**config.mk**
```make
export PLATFORM = sky130hd
export DESIGN_NAME = ct_spsram_128x104_ctrl_flat
export DESIGN_NICKNAME = d
export VERILOG_FILES = /design/src/rtl/ct_spsram_128x104_ctrl_pkg.sv /design/src/rtl/ct_spsram_128x104_ctrl_if.sv /design/src/rtl/ct_spsram_128x104_ctrl_rsp_fifo.sv /design/src/rtl/ct_spsram_128x104_ctrl.sv /design/src/flat_wrapper.sv
export SDC_FILE = /design/constraint.sdc
export NUM_CORES = 1
export LEC_CHECK = 0
export ABC_AREA = 1
export CELL_PAD_IN_SITES_DETAIL_PLACEMENT = 2
export CELL_PAD_IN_SITES_GLOBAL_PLACEMENT = 2
export CORE_MARGIN = 10
export CORE_UTILIZATION = 23
export CTS_CLUSTER_SIZE = 28
export DETAILED_ROUTE_END_ITERATION = 6
export GPL_TIMING_DRIVEN = 1
export PLACE_DENSITY = 0.89
export SLEW_MARGIN = 10
export SYNTH_ARGS = -nofsm -noshare
export SYNTH_HDL_FRONTEND = slang
export SYNTH_HIERARCHICAL = 1
export SYNTH_SLANG_ARGS = --single-unit
```
**constraint.sdc**
```tcl
create_clock -name forever_cpuclk -period 2.15 [get_ports forever_cpuclk]
set_clock_uncertainty 0.05 [all_clocks]
set_input_delay 0.3225 -clock forever_cpuclk [delete_from_list [all_inputs] [get_ports forever_cpuclk]]
set_output_delay 0.3225 -clock forever_cpuclk [all_outputs]
set_load 0.02 [all_outputs]
```
**src/rtl/ct_spsram_128x104_ctrl_pkg.sv**
```systemverilog
// Shared widths and FSM encoding for the 128x104 single-port SRAM controller.
package ct_spsram_ctrl_pkg;
    localparam int ADDR_WIDTH = 7;
    localparam int DATA_WIDTH = 104;
    localparam int DEPTH      = 128;
    localparam int RSP_DEPTH  = 2;

    typedef enum logic {INIT = 1'b0, RUN = 1'b1} state_e;
endpackage

```
**src/rtl/ct_spsram_128x104_ctrl_if.sv**
```systemverilog
// Request, response, status and SRAM-pin bundle of the 128x104 SRAM controller.
interface ct_spsram_128x104_ctrl_if;
    import ct_spsram_ctrl_pkg::*;

    logic                  req_vld;
    logic                  req_rdy;
    logic                  req_wr;
    logic [ADDR_WIDTH-1:0] req_addr;
    logic [DATA_WIDTH-1:0] req_wdata;
    logic [DATA_WIDTH-1:0] req_wmask;
    logic                  rsp_vld;
    logic                  rsp_rdy;
    logic [DATA_WIDTH-1:0] rsp_rdata;
    logic                  init_done;
    logic                  sram_cen;
    logic                  sram_gwen;
    logic [DATA_WIDTH-1:0] sram_wen;
    logic [ADDR_WIDTH-1:0] sram_a;
    logic [DATA_WIDTH-1:0] sram_d;
    logic [DATA_WIDTH-1:0] sram_q;

    modport slave (
        input  req_vld, req_wr, req_addr, req_wdata, req_wmask, rsp_rdy, sram_q,
        output req_rdy, rsp_vld, rsp_rdata, init_done,
               sram_cen, sram_gwen, sram_wen, sram_a, sram_d
    );

    modport master (
        output req_vld, req_wr, req_addr, req_wdata, req_wmask, rsp_rdy, sram_q,
        input  req_rdy, rsp_vld, rsp_rdata, init_done,
               sram_cen, sram_gwen, sram_wen, sram_a, sram_d
    );
endinterface

```
**src/rtl/ct_spsram_128x104_ctrl_rsp_fifo.sv**
```systemverilog
// Small in-order response buffer; a push and pop in the same cycle keep occupancy.
module ct_spsram_rsp_fifo #(
    parameter int DATA_WIDTH = 104,
    parameter int RSP_DEPTH  = 2
) (
    input  logic                               clk_i,
    input  logic                               rst_ni,
    input  logic                               push_i,
    input  logic [DATA_WIDTH-1:0]              push_data_i,
    input  logic                               pop_i,
    output logic                               vld_o,
    output logic [DATA_WIDTH-1:0]              data_o,
    output logic [$clog2(RSP_DEPTH+1)-1:0]     count_o
);
    localparam int PW = (RSP_DEPTH > 1) ? $clog2(RSP_DEPTH) : 1;
    localparam int CW = $clog2(RSP_DEPTH + 1);

    logic [DATA_WIDTH-1:0] mem_q [RSP_DEPTH];
    logic [PW-1:0]         wr_ptr_q, rd_ptr_q;
    logic [CW-1:0]         cnt_q, cnt_d;
    logic                  pop_ok;

    function automatic logic [PW-1:0] ptr_inc(input logic [PW-1:0] p);
        return (p == PW'(RSP_DEPTH - 1)) ? '0 : p + PW'(1);
    endfunction

    assign pop_ok = pop_i && (cnt_q != '0);

    always_comb begin
        cnt_d = cnt_q;
        if (push_i && !pop_ok)      cnt_d = cnt_q + CW'(1);
        else if (!push_i && pop_ok) cnt_d = cnt_q - CW'(1);
    end

    always_ff @(posedge clk_i or negedge rst_ni) begin
        if (!rst_ni) begin
            for (int i = 0; i < RSP_DEPTH; i++) mem_q[i] <= '0;
            wr_ptr_q <= '0;
            rd_ptr_q <= '0;
            cnt_q    <= '0;
        end else begin
            if (push_i) begin
                mem_q[wr_ptr_q] <= push_data_i;
                wr_ptr_q        <= ptr_inc(wr_ptr_q);
            end
            if (pop_ok) rd_ptr_q <= ptr_inc(rd_ptr_q);
            cnt_q <= cnt_d;
        end
    end

    assign vld_o   = (cnt_q != '0);
    assign data_o  = mem_q[rd_ptr_q];
    assign count_o = cnt_q;

    // Credit flow upstream must make this unreachable.
    a_no_overflow: assert property (@(posedge clk_i) disable iff (!rst_ni)
        !(push_i && !pop_ok && (cnt_q == CW'(RSP_DEPTH))));
endmodule

```
**src/rtl/ct_spsram_128x104_ctrl.sv**
```systemverilog
// Front end for an external 128x104 single-port SRAM: zero-fill after reset,
// then single-cycle request issue with credit-limited, in-order read responses.
module ct_spsram_128x104_ctrl
    import ct_spsram_ctrl_pkg::*;
(
    input logic                      forever_cpuclk,
    input logic                      cpurst_b,
    ct_spsram_128x104_ctrl_if.slave  bus
);
    localparam int CW = $clog2(RSP_DEPTH + 1);

    state_e                state_q, state_d;
    logic [ADDR_WIDTH-1:0] cnt_q, cnt_d;
    logic [ADDR_WIDTH-1:0] a_q, a_c;
    logic [DATA_WIDTH-1:0] d_q, d_c, wen_c;
    logic                  cen_c, gwen_c;
    logic                  inflight_q;
    logic [CW-1:0]         occ;
    logic                  req_rdy, req_acc;

    // Credits count both buffered responses and the read still inside the SRAM.
    assign req_rdy = (state_q == RUN) &&
                     (({1'b0, occ} + (CW+1)'(inflight_q)) < (CW+1)'(RSP_DEPTH));
    assign req_acc = bus.req_vld && req_rdy;

    always_comb begin
        state_d = state_q;
        cnt_d   = cnt_q;
        cen_c   = 1'b1;
        gwen_c  = 1'b1;
        wen_c   = '1;
        a_c     = a_q;
        d_c     = d_q;
        case (state_q)
            INIT: begin
                cen_c  = 1'b0;
                gwen_c = 1'b0;
                wen_c  = '0;
                a_c    = cnt_q;
                d_c    = '0;
                cnt_d  = cnt_q + ADDR_WIDTH'(1);
                if (cnt_q == ADDR_WIDTH'(DEPTH - 1)) state_d = RUN;
            end
            RUN: begin
                if (req_acc) begin
                    cen_c  = 1'b0;
                    gwen_c = ~bus.req_wr;
                    wen_c  = bus.req_wr ? ~bus.req_wmask : '1;
                    a_c    = bus.req_addr;
                    d_c    = bus.req_wdata;
                end
            end
            default: state_d = INIT;
        endcase
    end

    always_ff @(posedge forever_cpuclk or negedge cpurst_b) begin
        if (!cpurst_b) begin
            state_q    <= INIT;
            cnt_q      <= '0;
            inflight_q <= 1'b0;
            a_q        <= '0;
            d_q        <= '0;
        end else begin
            state_q    <= state_d;
            cnt_q      <= cnt_d;
            inflight_q <= req_acc && !bus.req_wr;
            a_q        <= a_c;
            d_q        <= d_c;
        end
    end

    ct_spsram_rsp_fifo #(
        .DATA_WIDTH (DATA_WIDTH),
        .RSP_DEPTH  (RSP_DEPTH)
    ) u_rsp_fifo (
        .clk_i       (forever_cpuclk),
        .rst_ni      (cpurst_b),
        .push_i      (inflight_q),
        .push_data_i (bus.sram_q),
        .pop_i       (bus.rsp_rdy),
        .vld_o       (bus.rsp_vld),
        .data_o      (bus.rsp_rdata),
        .count_o     (occ)
    );

    // Reset state is INIT, which would otherwise enable the SRAM while reset is held.
    assign bus.sram_cen  = cen_c  | ~cpurst_b;
    assign bus.sram_gwen = gwen_c | ~cpurst_b;
    assign bus.sram_wen  = wen_c  | {DATA_WIDTH{~cpurst_b}};
    assign bus.sram_a    = a_c;
    assign bus.sram_d    = d_c;
    assign bus.req_rdy   = req_rdy;
    assign bus.init_done = (state_q == RUN);
endmodule

```
**src/flat_wrapper.sv**
```systemverilog
// flat-port wrapper written by rule: the top's interface ports become plain ports
module ct_spsram_128x104_ctrl_flat import ct_spsram_ctrl_pkg::*;
  (forever_cpuclk, cpurst_b, bus_req_vld, bus_req_wr, bus_req_addr, bus_req_wdata, bus_req_wmask, bus_rsp_rdy, bus_sram_q, bus_req_rdy, bus_rsp_vld, bus_rsp_rdata, bus_init_done, bus_sram_cen, bus_sram_gwen, bus_sram_wen, bus_sram_a, bus_sram_d);
  ct_spsram_128x104_ctrl_if bus_i ();
  input logic forever_cpuclk;
  input logic cpurst_b;
  input wire logic [$bits(bus_i.req_vld)-1:0] bus_req_vld;
  input wire logic [$bits(bus_i.req_wr)-1:0] bus_req_wr;
  input wire logic [$bits(bus_i.req_addr)-1:0] bus_req_addr;
  input wire logic [$bits(bus_i.req_wdata)-1:0] bus_req_wdata;
  input wire logic [$bits(bus_i.req_wmask)-1:0] bus_req_wmask;
  input wire logic [$bits(bus_i.rsp_rdy)-1:0] bus_rsp_rdy;
  input wire logic [$bits(bus_i.sram_q)-1:0] bus_sram_q;
  output wire logic [$bits(bus_i.req_rdy)-1:0] bus_req_rdy;
  output wire logic [$bits(bus_i.rsp_vld)-1:0] bus_rsp_vld;
  output wire logic [$bits(bus_i.rsp_rdata)-1:0] bus_rsp_rdata;
  output wire logic [$bits(bus_i.init_done)-1:0] bus_init_done;
  output wire logic [$bits(bus_i.sram_cen)-1:0] bus_sram_cen;
  output wire logic [$bits(bus_i.sram_gwen)-1:0] bus_sram_gwen;
  output wire logic [$bits(bus_i.sram_wen)-1:0] bus_sram_wen;
  output wire logic [$bits(bus_i.sram_a)-1:0] bus_sram_a;
  output wire logic [$bits(bus_i.sram_d)-1:0] bus_sram_d;
  assign bus_i.req_vld = bus_req_vld;
  assign bus_i.req_wr = bus_req_wr;
  assign bus_i.req_addr = bus_req_addr;
  assign bus_i.req_wdata = bus_req_wdata;
  assign bus_i.req_wmask = bus_req_wmask;
  assign bus_i.rsp_rdy = bus_rsp_rdy;
  assign bus_i.sram_q = bus_sram_q;
  assign bus_req_rdy = bus_i.req_rdy;
  assign bus_rsp_vld = bus_i.rsp_vld;
  assign bus_rsp_rdata = bus_i.rsp_rdata;
  assign bus_init_done = bus_i.init_done;
  assign bus_sram_cen = bus_i.sram_cen;
  assign bus_sram_gwen = bus_i.sram_gwen;
  assign bus_sram_wen = bus_i.sram_wen;
  assign bus_sram_a = bus_i.sram_a;
  assign bus_sram_d = bus_i.sram_d;
  ct_spsram_128x104_ctrl u_core (.forever_cpuclk(forever_cpuclk), .cpurst_b(cpurst_b), .bus(bus_i));
endmodule
```
==> out/metrics.cfg <==
[status]
status=finished, violations left
failed_checks=setup timing

[detailed_routing]
drt-pass1-iter-count=5
drtIter0Drc=1221
wl_per_cell_um=30.6
drt-vias-per-instance=5.05
drtAntennaViolNets=0
wirelength_mm=113
drc=0
vias=18700

[placed_design]
port_buffers=647
place_worst_setup_slack_ns=-0.485
gp_congestion=0.937
dp_cells=3509
place_area_mm2=0.0237
dp_hpwl_mm=66.3

[global_routing]
globalRouteOverflowTotal=0
grt_pass1_vias=21200
grt_pass1_wl_mm=145
grt_max_degree=83
grtUsageTotal=0.243
antenna_found_initial=11

[floorplan]
core_mm2=0.0685
die_h_um=282
initial_core_util=0.231
num_rows=96
io_pins=648
die_x_um=282
dieArea_mm2=0.0798

[cts]
cts_buffers=41
clk_latency_ns=0.55
cts.sinks=332
cts-root-buf=clkbuf_16
clkTransAtPathRegs_ns=0.06
htreeDepth=2
clockBufferDepth=3
tritoncts=yes

[job]
drv_cap=0

[critical_path]
start_kind=flip-flop
crit_path_max_fanout=7
endpoint_kind=output pin
worstSetupPathType=reg -> out
cp.arrival_ns=2.45
cp.required_ns=1.78
reg2reg_from=u_core/u_rsp_fifo/count_o[0]$_DFFE_PN0P_
critPathLaunch=u_core/inflight_q$_DFF_PN0_

[synthesis]
yosys_warnings=6
ys_ff_latch=332
synth_edf_count=0
synthCells=2059
synth_area_leaders=dfrtp_1, nand2_1, o21ai_0, nand3_1, a21oi_1
synth_commonest_cells=nand2_1, dfrtp_1, o21ai_0
synth_top_area_frac=0.525
async_flop_share=1.00
avgSynthCellArea_um2=7.69
syn_nets=2385
synth_flop_cell=dfrtp_1
netlist_area_mm2=0.0158
ys_types=25
yosysMostFrequentCell=nand2_1
yosysSeqAreaShare=0.525
yosys.area.top_type=dfrtp_1

[sta]
clock.fmax_mhz=354
worst_pin_slew_ns=0.750
fin_ws_ns=-0.675
period_minus_slack_ns=2.82
max-slew-margin-rel=0.500
finalSetupViolations=311
slew_violations=0
period_share=1.31
rsz0062_at_grt=true
hold_viol=0

[final_layout]
fin_cells=3703
layout.nets=3113
design_area_mm2=0.0282
syn2layout_area_growth_pct=78.3
final_util=0.413
post_route_cells_drive_above_1_share=0.277

[power]
ir_worst_vdd_v=0.000390
power_leakage_uw=0.0128
power_uw=15300
pwr_density_cell_mw_per_mm2=543

[worst_hold_path]
hold_class=in -> async

[kinds of logic after synthesis]
| kind of cell | count (synthesis) | synth area share |
|---|---|---|
| compound gates | 417 | 0.135 |
| xor+xnor | 7 | 0.00387 |
| fa+ha+maj | 2 | 0.00158 |
| buf+inv | 291 | 0.0828 |
| flops | 332 | 0.525 |
| simple gates | 1010 | 0.252 |
[critical path: stages, from the launching register on]
cell and delay (ns):
dfrtp_1 0.40, nand2_2 0.13, nand2_4 0.07, nor2_4 0.17, clkbuf_16 0.21, clkbuf_16 0.18, nand3_1 0.11, a21oi_2 0.38
buf_2 0.25
[report_power, final]
part / total [µW] / switching [µW] / internal (µW)
Clock: 7350 / 3010 / 4340
Sequential: 6250 / 0 / 6250
Combinational: 1750 / 971 / 776
[flip-flops by register name (all words and copies together) (netlist names)]
register / count
u_core/u_rsp_fifo/wr_ptr_q: 1
u_core/u_rsp_fifo/count_o: 2
u_core/u_rsp_fifo/rd_ptr_q: 1
u_core/u_rsp_fifo/mem_q: 208
u_core/bus.init_done: 1
u_core/cnt_q: 7
u_core/a_q: 7
u_core/inflight_q: 1
u_core/d_q: 104
[routing by layer]
| metal | GRT usage | wire [µm] | part of all wire | vias to the layer above |
|---|---|---|---|---|
| met3 | 0.0642 | 8090 | 0.071 | 269 |
| met4 | 0.135 | 7450 | 0.066 | 8 |
| li1 | - | - | - | 8002 |
| met2 | 0.440 | 57900 | 0.51 | 885 |
| met5 | 0 | 54 | 0.00048 | - |
| met1 | 0.251 | 39700 | 0.35 | 9543 |
[placed cells by master, fill, tap and decap left out, drive strengths merged]
master         count
clkinvlp           3
nand3            116
clkdlybuf4s15      6
o21ai            312
ha                 2
clkdlybuf4s50    333
dfrtp            332
buf              418
nor2               7
dlygate4sd2       71
dlymetal6s2s       1
o211ai             1
clkdlybuf4s18      1
a21oi            104
inv              128
dlygate4sd3        2
bufinv             5
clkbuf            73
xor2               4
or2                1
clkinv             3
diode              8
xnor2              3
bufbuf             1
nand2            877
nand4              9
[area by class of cell]
cell class	instances	area, µm²
Antenna cell	8	20.0
Multi-Input combinational cell	1436	8030
Clock inverter	12	200
Sequential cell	332	8320
Clock buffer	57	1160
Fill cell	7368	40200
Inverter	127	492
Timing Repair Buffer	849	8930
Tap cell	882	1100
[path summary, 6_finish.rpt]
check	end	slack (ns)	cells after the start
worst min-delay path	u_core/u_rsp_fifo/mem_q[124]$_DFFE_PN0P_	0.003	3
worst min register to register	u_core/u_rsp_fifo/mem_q[93]$_DFFE_PN0P_	0.43	2
min in group forever_cpuclk	u_core/u_rsp_fifo/mem_q[110]$_DFFE_PN0P_	0.30	3
worst max register to register	u_core/u_rsp_fifo/count_o[1]$_DFFE_PN0P_	0.21	10
max in group asynchronous	u_core/u_rsp_fifo/mem_q[59]$_DFFE_PN0P_	0.52	4
worst max-delay path	bus_sram_d[18]	-0.67	8
[through the flow]
stage	hold slack (ns)	TNS, ns
2_1_floorplan	-0.0231	0
3_3_place_gp	0.294	-23.35
3_5_place_dp	0.292	-39.07
4_1_cts	0.00813	-119.63
5_1_grt	0.0349	-139.24
6_report	0.00300	-113.78
[what timing repair did]
item	4_1_cts	5_1_grt
endpoints found under the hold margin	53	37
hold buffers	2	1
cloned	11	18
setup buffers	31	56
gates resized for setup	1025	439
pin swaps	39	60
setup endpoints to repair	321	322
(Power assumes the default switching activity.)
